===== src/rtl/otter_retire_buffer_if.sv =====
// Bundle of issue, completion and register-file write signals around the
// OTTER retirement buffer. The master drives issue/completion and the slave is the buffer.
interface otter_retire_buffer_if #(
  parameter int DEPTH = 8,
  parameter int TAG_W = $clog2(DEPTH)
);
  logic             flush;
  logic             alloc_valid_1;
  logic             alloc_valid_2;
  logic [4:0]       alloc_rd_1;
  logic [4:0]       alloc_rd_2;
  logic             alloc_wen_1;
  logic             alloc_wen_2;
  logic             alloc_ready;
  logic [TAG_W-1:0] alloc_tag_1;
  logic [TAG_W-1:0] alloc_tag_2;
  logic             cmp_valid_1;
  logic             cmp_valid_2;
  logic [TAG_W-1:0] cmp_tag_1;
  logic [TAG_W-1:0] cmp_tag_2;
  logic [31:0]      cmp_data_1;
  logic [31:0]      cmp_data_2;
  logic             RegWrite;
  logic [4:0]       WriteReg;
  logic [31:0]      WriteData;
  logic             RegWrite_2;
  logic [4:0]       WriteReg_2;
  logic [31:0]      WriteData_2;
  logic [TAG_W:0]   count;

  modport master (
    output flush, alloc_valid_1, alloc_valid_2, alloc_rd_1, alloc_rd_2,
           alloc_wen_1, alloc_wen_2, cmp_valid_1, cmp_valid_2, cmp_tag_1,
           cmp_tag_2, cmp_data_1, cmp_data_2,
    input  alloc_ready, alloc_tag_1, alloc_tag_2, RegWrite, WriteReg,
           WriteData, RegWrite_2, WriteReg_2, WriteData_2, count
  );

  modport slave (
    input  flush, alloc_valid_1, alloc_valid_2, alloc_rd_1, alloc_rd_2,
           alloc_wen_1, alloc_wen_2, cmp_valid_1, cmp_valid_2, cmp_tag_1,
           cmp_tag_2, cmp_data_1, cmp_data_2,
    output alloc_ready, alloc_tag_1, alloc_tag_2, RegWrite, WriteReg,
           WriteData, RegWrite_2, WriteReg_2, WriteData_2, count
  );
endinterface


===== src/rtl/otter_retire_buffer.sv =====
// In-order retirement buffer: dual allocate, out-of-order completion and up to
// two in-order retirements per cycle onto the dual-port register file.
module otter_retire_buffer #(
  parameter int DEPTH = 8,
  parameter int TAG_W = $clog2(DEPTH)
) (
  input logic              clock,
  input logic              rst_n,
  otter_retire_buffer_if.slave bus
);
  localparam int CW = TAG_W + 1;

  logic [DEPTH-1:0] valid_q, valid_d, done_q, done_d, wen_q, wen_d;
  logic [4:0]       rd_q   [DEPTH];
  logic [4:0]       rd_d   [DEPTH];
  logic [31:0]      data_q [DEPTH];
  logic [31:0]      data_d [DEPTH];
  logic [TAG_W-1:0] head_q, head_d, tail_q, tail_d, head_nx, tail_nx;
  logic [CW-1:0]    count_q, count_d;
  logic             reg_write_q, reg_write_d, reg_write_2_q, reg_write_2_d;
  logic [4:0]       write_reg_q, write_reg_d, write_reg_2_q, write_reg_2_d;
  logic [31:0]      write_data_q, write_data_d, write_data_2_q, write_data_2_d;
  logic             alloc_ready, do_alloc_1, do_alloc_2, ret_1, ret_2;
  logic [1:0]       n_alloc, n_ret;

  assign head_nx     = head_q + TAG_W'(1);
  assign tail_nx     = tail_q + TAG_W'(1);
  assign alloc_ready = (count_q <= CW'(DEPTH - 2));

  assign bus.alloc_ready = alloc_ready;
  assign bus.alloc_tag_1 = tail_q;
  assign bus.alloc_tag_2 = tail_nx;
  assign bus.count       = count_q;
  assign bus.RegWrite    = reg_write_q;
  assign bus.WriteReg    = write_reg_q;
  assign bus.WriteData   = write_data_q;
  assign bus.RegWrite_2  = reg_write_2_q;
  assign bus.WriteReg_2  = write_reg_2_q;
  assign bus.WriteData_2 = write_data_2_q;

  // Retirement looks only at registered done bits, never at this cycle's completions.
  always_comb begin
    ret_1      = valid_q[head_q] & done_q[head_q];
    ret_2      = ret_1 & valid_q[head_nx] & done_q[head_nx];
    do_alloc_1 = bus.alloc_valid_1 & alloc_ready;
    do_alloc_2 = do_alloc_1 & bus.alloc_valid_2;
    n_ret      = {1'b0, ret_1} + {1'b0, ret_2};
    n_alloc    = {1'b0, do_alloc_1} + {1'b0, do_alloc_2};
  end

  always_comb begin
    valid_d = valid_q;
    done_d  = done_q;
    wen_d   = wen_q;
    rd_d    = rd_q;
    data_d  = data_q;
    head_d  = head_q;
    tail_d  = tail_q;
    count_d = count_q;
    if (bus.flush) begin
      valid_d = '0;
      done_d  = '0;
      head_d  = '0;
      tail_d  = '0;
      count_d = '0;
    end else begin
      if (bus.cmp_valid_1 && valid_q[bus.cmp_tag_1]) begin
        done_d[bus.cmp_tag_1] = 1'b1;
        data_d[bus.cmp_tag_1] = bus.cmp_data_1;
      end
      if (bus.cmp_valid_2 && valid_q[bus.cmp_tag_2]) begin
        done_d[bus.cmp_tag_2] = 1'b1;
        data_d[bus.cmp_tag_2] = bus.cmp_data_2;
      end
      if (ret_1) begin
        valid_d[head_q] = 1'b0;
        done_d[head_q]  = 1'b0;
      end
      if (ret_2) begin
        valid_d[head_nx] = 1'b0;
        done_d[head_nx]  = 1'b0;
      end
      // Allocated slots are always free, so they never collide with retirees.
      if (do_alloc_1) begin
        valid_d[tail_q] = 1'b1;
        done_d[tail_q]  = 1'b0;
        wen_d[tail_q]   = bus.alloc_wen_1;
        rd_d[tail_q]    = bus.alloc_rd_1;
      end
      if (do_alloc_2) begin
        valid_d[tail_nx] = 1'b1;
        done_d[tail_nx]  = 1'b0;
        wen_d[tail_nx]   = bus.alloc_wen_2;
        rd_d[tail_nx]    = bus.alloc_rd_2;
      end
      head_d  = head_q + TAG_W'(n_ret);
      tail_d  = tail_q + TAG_W'(n_alloc);
      count_d = count_q + CW'(n_alloc) - CW'(n_ret);
    end
  end

  always_comb begin
    reg_write_d    = 1'b0;
    reg_write_2_d  = 1'b0;
    write_reg_d    = write_reg_q;
    write_data_d   = write_data_q;
    write_reg_2_d  = write_reg_2_q;
    write_data_2_d = write_data_2_q;
    if (!bus.flush && ret_1) begin
      write_reg_d  = rd_q[head_q];
      write_data_d = data_q[head_q];
      reg_write_d  = wen_q[head_q] && (rd_q[head_q] != 5'd0);
    end
    if (!bus.flush && ret_2) begin
      write_reg_2_d  = rd_q[head_nx];
      write_data_2_d = data_q[head_nx];
      reg_write_2_d  = wen_q[head_nx] && (rd_q[head_nx] != 5'd0);
      // Same destination on both ports: only the younger value reaches the file.
      if (reg_write_d && reg_write_2_d && (rd_q[head_q] == rd_q[head_nx]))
        reg_write_d = 1'b0;
    end
  end

  always_ff @(posedge clock or negedge rst_n) begin
    if (!rst_n) begin
      valid_q        <= '0;
      done_q         <= '0;
      wen_q          <= '0;
      head_q         <= '0;
      tail_q         <= '0;
      count_q        <= '0;
      reg_write_q    <= 1'b0;
      reg_write_2_q  <= 1'b0;
      write_reg_q    <= '0;
      write_reg_2_q  <= '0;
      write_data_q   <= '0;
      write_data_2_q <= '0;
      for (int i = 0; i < DEPTH; i++) begin
        rd_q[i]   <= '0;
        data_q[i] <= '0;
      end
    end else begin
      valid_q        <= valid_d;
      done_q         <= done_d;
      wen_q          <= wen_d;
      head_q         <= head_d;
      tail_q         <= tail_d;
      count_q        <= count_d;
      reg_write_q    <= reg_write_d;
      reg_write_2_q  <= reg_write_2_d;
      write_reg_q    <= write_reg_d;
      write_reg_2_q  <= write_reg_2_d;
      write_data_q   <= write_data_d;
      write_data_2_q <= write_data_2_d;
      for (int i = 0; i < DEPTH; i++) begin
        rd_q[i]   <= rd_d[i];
        data_q[i] <= data_d[i];
      end
    end
  end
endmodule


===== src/flat_wrapper.sv =====
// flat-port wrapper written by rule: the top's interface ports become plain ports
module otter_retire_buffer_flat 
#(
  parameter int DEPTH = 8,
  parameter int TAG_W = $clog2(DEPTH)
)
  (clock, rst_n, bus_flush, bus_alloc_valid_1, bus_alloc_valid_2, bus_alloc_rd_1, bus_alloc_rd_2, bus_alloc_wen_1, bus_alloc_wen_2, bus_cmp_valid_1, bus_cmp_valid_2, bus_cmp_tag_1, bus_cmp_tag_2, bus_cmp_data_1, bus_cmp_data_2, bus_alloc_ready, bus_alloc_tag_1, bus_alloc_tag_2, bus_RegWrite, bus_WriteReg, bus_WriteData, bus_RegWrite_2, bus_WriteReg_2, bus_WriteData_2, bus_count);
  otter_retire_buffer_if #(.DEPTH(DEPTH), .TAG_W(TAG_W)) bus_i ();
  input logic clock;
  input logic rst_n;
  input wire logic [$bits(bus_i.flush)-1:0] bus_flush;
  input wire logic [$bits(bus_i.alloc_valid_1)-1:0] bus_alloc_valid_1;
  input wire logic [$bits(bus_i.alloc_valid_2)-1:0] bus_alloc_valid_2;
  input wire logic [$bits(bus_i.alloc_rd_1)-1:0] bus_alloc_rd_1;
  input wire logic [$bits(bus_i.alloc_rd_2)-1:0] bus_alloc_rd_2;
  input wire logic [$bits(bus_i.alloc_wen_1)-1:0] bus_alloc_wen_1;
  input wire logic [$bits(bus_i.alloc_wen_2)-1:0] bus_alloc_wen_2;
  input wire logic [$bits(bus_i.cmp_valid_1)-1:0] bus_cmp_valid_1;
  input wire logic [$bits(bus_i.cmp_valid_2)-1:0] bus_cmp_valid_2;
  input wire logic [$bits(bus_i.cmp_tag_1)-1:0] bus_cmp_tag_1;
  input wire logic [$bits(bus_i.cmp_tag_2)-1:0] bus_cmp_tag_2;
  input wire logic [$bits(bus_i.cmp_data_1)-1:0] bus_cmp_data_1;
  input wire logic [$bits(bus_i.cmp_data_2)-1:0] bus_cmp_data_2;
  output wire logic [$bits(bus_i.alloc_ready)-1:0] bus_alloc_ready;
  output wire logic [$bits(bus_i.alloc_tag_1)-1:0] bus_alloc_tag_1;
  output wire logic [$bits(bus_i.alloc_tag_2)-1:0] bus_alloc_tag_2;
  output wire logic [$bits(bus_i.RegWrite)-1:0] bus_RegWrite;
  output wire logic [$bits(bus_i.WriteReg)-1:0] bus_WriteReg;
  output wire logic [$bits(bus_i.WriteData)-1:0] bus_WriteData;
  output wire logic [$bits(bus_i.RegWrite_2)-1:0] bus_RegWrite_2;
  output wire logic [$bits(bus_i.WriteReg_2)-1:0] bus_WriteReg_2;
  output wire logic [$bits(bus_i.WriteData_2)-1:0] bus_WriteData_2;
  output wire logic [$bits(bus_i.count)-1:0] bus_count;
  assign bus_i.flush = bus_flush;
  assign bus_i.alloc_valid_1 = bus_alloc_valid_1;
  assign bus_i.alloc_valid_2 = bus_alloc_valid_2;
  assign bus_i.alloc_rd_1 = bus_alloc_rd_1;
  assign bus_i.alloc_rd_2 = bus_alloc_rd_2;
  assign bus_i.alloc_wen_1 = bus_alloc_wen_1;
  assign bus_i.alloc_wen_2 = bus_alloc_wen_2;
  assign bus_i.cmp_valid_1 = bus_cmp_valid_1;
  assign bus_i.cmp_valid_2 = bus_cmp_valid_2;
  assign bus_i.cmp_tag_1 = bus_cmp_tag_1;
  assign bus_i.cmp_tag_2 = bus_cmp_tag_2;
  assign bus_i.cmp_data_1 = bus_cmp_data_1;
  assign bus_i.cmp_data_2 = bus_cmp_data_2;
  assign bus_alloc_ready = bus_i.alloc_ready;
  assign bus_alloc_tag_1 = bus_i.alloc_tag_1;
  assign bus_alloc_tag_2 = bus_i.alloc_tag_2;
  assign bus_RegWrite = bus_i.RegWrite;
  assign bus_WriteReg = bus_i.WriteReg;
  assign bus_WriteData = bus_i.WriteData;
  assign bus_RegWrite_2 = bus_i.RegWrite_2;
  assign bus_WriteReg_2 = bus_i.WriteReg_2;
  assign bus_WriteData_2 = bus_i.WriteData_2;
  assign bus_count = bus_i.count;
  otter_retire_buffer #(.DEPTH(DEPTH), .TAG_W(TAG_W)) u_core (.clock(clock), .rst_n(rst_n), .bus(bus_i));
endmodule

===== config.mk =====
export PLATFORM = sky130hd
export DESIGN_NAME = otter_retire_buffer_flat
export DESIGN_NICKNAME = d
export VERILOG_FILES = /design/src/rtl/otter_retire_buffer_if.sv /design/src/rtl/otter_retire_buffer.sv /design/src/flat_wrapper.sv
export SDC_FILE = /design/constraint.sdc
export NUM_CORES = 1
export LEC_CHECK = 0
export ABC_AREA = 1
export ABC_CLOCK_PERIOD_IN_PS = 6500
export CAP_MARGIN = 0
export CORE_MARGIN = 3
export CORE_UTILIZATION = 40
export CTS_BUF_LIST = sky130_fd_sc_hd__clkbuf_8
export DETAILED_ROUTE_END_ITERATION = 8
export SLEW_MARGIN = 5
export SYNTH_ARGS = -nofsm -noshare
export SYNTH_HDL_FRONTEND = slang
export SYNTH_SLANG_ARGS = --single-unit

===== constraint.sdc =====
create_clock -name clock -period 6.5 [get_ports clock]
set_input_delay 0.65 -clock clock [delete_from_list [all_inputs] [get_ports clock]]
set_output_delay 0.65 -clock clock [all_outputs]
set_load 0.005 [all_outputs]

==> results of run 1 <==
## worst paths after layout
kind	slack, ns	cells after the start	end	startpoint
max	2.29	15	u_core.bus.count[3]	u_core.head_q[0]
min	0.41	2	u_core.bus.alloc_tag_1[0]	bus_flush
max reg2reg	2.29	15	u_core.bus.count[3]	u_core.head_q[0]
min reg2reg	0.48	2	u_core.bus.WriteData_2[24]	u_core.bus.WriteData_2[24]
max in group asynchronous	4.47	3	u_core.data_q[129]	rst_n
min in group asynchronous	0.54	2	u_core.bus.WriteData[17]	rst_n
## power by group through the flow
| stage | clock, mW | combinational [mW] | sequential, mW |
|---|---|---|---|
| 2_1_floorplan | 0 | 2.28 | 3.73 |
| 3_3_place_gp | 0 | 2.99 | 3.93 |
| 3_5_place_dp | 0 | 3.06 | 3.93 |
| 4_1_cts | 2.82 | 3.06 | 3.90 |
| 5_1_grt | 2.93 | 3.59 | 4.04 |
| 6_report | 2.77 | 3.11 | 3.94 |
## placed cells by master (no fill, tap or decap), drive strengths merged, types with 5 or more instances in the layout
cell type and count:
nand3 572, clkinv 10, clkbuf 109, clkdlybuf4s50 172, o2bb2ai 5, o21ai 730, ha 10, a221oi 12
o22ai 44, nor2 140, dfrtp 406, nor3 9, a22oi 61, inv 549, o211ai 39, or2 6
o21a 7, o2111ai 9, a211oi 16, nand4 25, a21oi 114, nand2 2054, mux2i 8, buf 51
## repair_timing
action                    in CTS  in global routing
hold endpoints to repair      77                  0
resized for setup              0                  0
hold buffers                   1                  0
## cells by family (layout without fill, tap and decap cells)
kind of cell,count (synthesis),count (layout),share of synthesized area (%)
multiplexers,8,8,0.255
XOR/XNOR,3,3,0.0837
buffers and inverters,906,894,11.9
other,0,3,0
AND/OR/NAND/NOR,2810,2810,36.6
adder cells (fa/ha/maj),14,14,0.654
AO/OA/AOI/OAI,1042,1042,18.1
flip-flops,406,406,32.4
## cell type report
type	instances	area, um^2
clock buffers	108	1490
multi-input cells	3877	17700
repair buffers	225	2220
well taps	1040	1300
fillers	8339	42500
inverters	527	1990
diodes	3	7.51
clock inverters	34	173
flip-flops and latches	406	10200
## routing by layer
metal | GRT usage (%) | vias to the layer above | share of wire, %
met5 | 0 | - | 0.033
met4 | 11.4 | 6 | 3.6
met3 | 6.91 | 254 | 11
met2 | 44.8 | 1686 | 43
met1 | 42.9 | 16093 | 43
li1 | - | 16556 | -
## registers in the layout, summed over array words and instances (netlist names), 4 cells and up
signal,cells
u_core.data_q,256
u_core.bus.WriteReg,5
u_core.rd_q,40
u_core.done_q,8
u_core.bus.count,4
u_core.bus.WriteReg_2,5
u_core.bus.WriteData,32
u_core.valid_q,8
u_core.bus.WriteData_2,32
u_core.wen_q,8
==> key figures, run 1 <==
Critical path
  • Buffers plus inverters on the worst setup path: 1
  • CP most frequent cell: ha_1
  • Top delay family on crit path: simple AND/OR/NAND/NOR gates
  • CP Capture Type: flop
  • CP Class: flop to flop
  • CP required: 7.02 ns
  • Worst Path Arrival: about 4.7 ns
  • Worst path cell trace: ha_1 > nand2_1 > nand2_1 > nor2_4 > nand3_1 > nand4_2 > nor2_8 > ha_1 > fa_1 > inv_1 > ha_1 > a21o_1 > a21oi_1 > xor2_1 > nor2_1
  • Slowest Stage Delay on Critical Path: around 0.65 ns
  • Worst-path fanout max: 12
  • Slowest-stage cell, CP: nor2_4
  • Crit path launch type: flop

Placement
  • Port Buf Inserts: 175
  • Area after DPL: 33,400 um^2
  • DP Cell Count: 6,074
  • Worst slack, placed: around 2.2 ns
  • Routability Congestion: 0.856
  • Hpwl dp: slightly above 70 mm

Synth
  • Post-synthesis sequential area ratio: 32.4%
  • Synthesized net count: approximately 5,300
  • Post-synth EDFFs: 0
  • Mapped Area: between 30,000 and 40,000 um^2
  • Mean Syn Cell Area: between 6 and 7 um^2
  • Area leader, netlist: dfrtp_1
  • Post-synthesis register bit count: a little over 400
  • Gate count of the mapped netlist: around 5,200
  • Most numerous cell in the Yosys netlist: nand2_1
  • Top post-synthesis cells by area: dfrtp_1 (32%), nand2_1 (25%), o21ai_0 (11%)
  • Post-synth top cells: nand2_1 (2,049), o21ai_0 (695), nand3_1 (569)
  • Distinct cell type count after synthesis: 43
  • Ys flop type: dfrtp_1
  • Synth warn: 0
  • Area share of the largest cell type after synthesis: between 30% and 40%
  • Post-synth ARST share: 100%

Power
  • P_sw: 3.97 mW
  • Sw Ratio: between 40% and 50%
  • Internal: between 5 and 6 mW
  • Clock Power Share: between 20% and 30%
  • Seq pwr share: between 40% and 50%
  • Max VDD drop: about 130 uV
  • Comb power frac: 31.6%
  • Pleak: roughly 18 nW
  • Power Total: 9.81 mW
  • Pwr/cell area: around 280 nW/um^2

STA
  • Worst-Margin Slew: between 1 and 1.5 ns
  • Fin crit share: between 60% and 70%
  • Clock Skews: ~0.042 ns
  • Post-route minimum period: 4.21 ns
  • Setup TNS: 0 ns
  • Final setup margin: 2.29 ns
  • Setup violators final: 0
  • Hold Vio Cnt, Final: 0
  • Slew Limit Headroom: 19.5%
  • Final Hold Slack: roughly 0.41 ns
  • RSZ-0062 raised after global routing: false
  • Fmax: 0.237 GHz
  • Max-slew violations: 0

Die
  • I/O pins: 176
  • Core Rows: about 100
  • Die width: approximately 290 um
  • Core ar.: 77,600 um^2
  • Initial Util: between 40% and 50%
  • Die ar.: 81,900 um^2
  • Die height: between 200 and 300 um

Global route
  • First-pass GRT wire length: 194 mm
  • Largest net degree at the start of global routing: around 250
  • Number of global-route vias before repair: roughly 31,000
  • GR Util All Layers: 30.3%
  • Grt total ovfl: 0
  • Initial antenna violation count: 7

Clock tree
  • H-tree depth: 3
  • CTS clk-pin slew, worst paths: 0.06 ns
  • CTS tree: yes
  • Longest Clk Path Bufs: 3
  • CTS buffer count: a little over 80
  • Clock sink count: 406
  • Setup Fix Bufs, Post-CTS: 0
  • Clock latency on the worst-skew pair: between 0.6 and 0.7 ns
  • Clock Root Buffer: clkbuf_8

Final layout
  • Final Util: 45.2%
  • # nets final: between 5,000 and 6,000
  • Share of cells above drive strength 1: between 4 and 5%
  • Post-route cell area: 35,100 um^2
  • Final non-filler cell total: a little over 6,000
  • P&R area growth vs syn: 11.7%

Status
  • Status: completed

Detailed routing
  • DR iter-0 viols: 4,630
  • Routed WL per cell: about 20 um
  • Detailed Routing Iterations Pass 1: 8
  • Post-route ant nets: 0
  • Final WL: approximately 130 mm
  • Vias: about 35,000
  • Via/cell ratio: roughly 5.6
  • Residual DRC count: 0

Min path
  • Worst Hold Class: input pin to flop

Job
  • Max-Cap Viols: 0
Note: power is estimated with default switching activity, not from simulation.
==> inputs of run 2 (changes only) <==
ABC_CLOCK_PERIOD_IN_PS = 4400   (was 6500)
clock period = 4.4 ns   (was 6.5 ns; I/O delays follow)
==> run 2 against run 1 <==
Compared with the run above: clock skew is 0.012 ns higher; global-route usage is 0.56 points higher; highest routed layer unchanged; clock power is 41% higher; register-to-register slack worse by 1.6 ns.
==> key figures, run 2 (synthesis results as in run 1) <==
Status
  • Status: completed

STA
  • Post-route minimum period: 3.74 ns
  • Final setup margin: 0.663 ns
  • Fin crit share: 84.9%
  • Fmax: between 0.2 and 0.3 GHz
  • Worst-Margin Slew: approximately 1.2 ns
  • Slew Limit Headroom: 22.2%
  • Setup violators final: 0
  • Hold Vio Cnt, Final: 0
  • Clock Skews: 0.0542 ns
  • Final Hold Slack: about 0.21 ns
  • Setup TNS: 0 ns
  • RSZ-0062 raised after global routing: false
  • Max-slew violations: 0

Job
  • Max-Cap Viols: 0

Detailed routing
  • DR iter-0 viols: approximately 4,700
  • Vias: 34,960
  • Post-route ant nets: 0
  • Final WL: 129 mm
  • Detailed Routing Iterations Pass 1: 6
  • Residual DRC count: 0
  • Via/cell ratio: 5.61
  • Routed WL per cell: about 21 um

Final layout
  • FF+latch area: 10,200 um^2
  • Post-route cell area: roughly 35,000 um^2
  • Largest register FFs: around 260
  • Share of cells above drive strength 1: ~4.7%
  • Reg with most FFs: u_core.data_q
  • Top flop regs: u_core.data_q (256), u_core.rd_q (40)
  • Fill cells: 8,251
  • # nets final: 5,239
  • Most frequent cells in the layout: nand2_1 (2,046), o21ai_0 (695), nand3_1 (554), inv_1 (535), dfrtp_1 (405)
  • P&R area growth vs syn: 12.1%
  • Final Util: between 40 and 50%
  • Leading cell type in the layout, fill and taps excluded: nand2_1
  • Multi-input logic area: around 18,000 um^2
  • Final non-filler cell total: 6,231

Placement
  • Routability Congestion: slightly below 0.9
  • Hpwl dp: between 70 and 80 mm
  • Area after DPL: about 34,000 um^2
  • DP Cell Count: 6,095
  • Worst slack, placed: slightly above 0.8 ns
  • Port Buf Inserts: 175

Clock tree
  • Clock Root Buffer: clkbuf_8
  • H-tree depth: 3
  • CTS tree: yes
  • Longest Clk Path Bufs: 3
  • Clock latency on the worst-skew pair: ~0.70 ns
  • CTS clk-pin slew, worst paths: about 0.050 ns
  • Clock sink count: between 400 and 500
  • CTS buffer count: between 70 and 80
  • Post-cts gate resize count: 0

Global route
  • Grt total ovfl: 0
  • Number of global-route vias before repair: a little over 30,000
  • GR Util All Layers: 30.8%
  • First-pass GRT wire length: a little under 200 mm
  • Largest net degree at the start of global routing: between 150 and 200
  • Initial antenna violation count: 6

Power
  • Pwr/cell area: ~410 nW/um^2
  • Max VDD drop: around 210 uV
  • Power Total: approximately 14 mW
  • Pleak: between 15 and 20 nW

Die
  • Die ar.: between 80,000 and 90,000 um^2
  • I/O pins: around 180
  • Die width: 286 um
  • Die height: 286 um
  • Core ar.: between 70,000 and 80,000 um^2
  • Initial Util: 40.5%
  • Core Rows: between 100 and 150

Critical path
  • R2R Setup Slk: roughly 0.66 ns
  • CP Capture Type: flop
  • Crit path launch type: flop
  • CP Class: flop to flop
  • Worst-path fanout max: 27
  • CP required: 4.94 ns
  • Worst Path Arrival: 4.28 ns

Min path
  • Worst Hold Class: input pin to flop
## run 2: cell type report
type	count	share of cell area, %
diodes	2	0.0142
clock buffers	95	3.72
clock inverters	38	0.644
inverters	527	5.66
multi-input cells	3877	50.3
flip-flops and latches	406	28.9
well taps	1040	3.70
repair buffers	246	7.04
## run 2: timing repair
| item | CTS | global route |
|---|---|---|
| hold buffers | 1 | 0 |
| hold endpoints to repair | 80 | 0 |
| setup buffers | 0 | 0 |
## run 2: where the power goes
part | internal [mW] | switching [mW]
Sequential | 4.66 | 1.15
Clock | 2.06 | 1.85
Combinational | 1.76 | 2.80
## run 2: final timing paths
| kind | startpoint | end | cells after the start |
|---|---|---|---|
| max reg2reg | u_core.head_q[0] | u_core.bus.RegWrite | 10 |
| min in group asynchronous | rst_n | u_core.bus.WriteData_2[13] | 2 |
| max in group asynchronous | rst_n | u_core.data_q[131] | 3 |
| max | u_core.head_q[0] | u_core.bus.RegWrite | 10 |
| min | bus_flush | u_core.bus.alloc_tag_1[0] | 2 |
| min reg2reg | u_core.bus.WriteData_2[27] | u_core.bus.WriteData_2[27] | 2 |
## run 2: metal layers
metal	routed length [um]	up-vias	share of wire, %	GRT usage, %
li1	-	16600	-	-
met1	55200	16164	43	44.1
met2	54800	1884	42	45.7
met3	14200	306	11	6.16
met4	4750	6	3.7	11.8
met5	44	-	0.034	0
## run 2: critical path: stages, from the launching register on
cell,delay (ns)
dfrtp_4,0.60
ha_1,0.47
inv_2,0.35
nor2_4,0.07
buf_4,0.34
inv_1,0.68
o22ai_1,0.20
nor3_1,0.47
nand2_1,0.11
nor2_1,0.19
a21oi_1,0.12
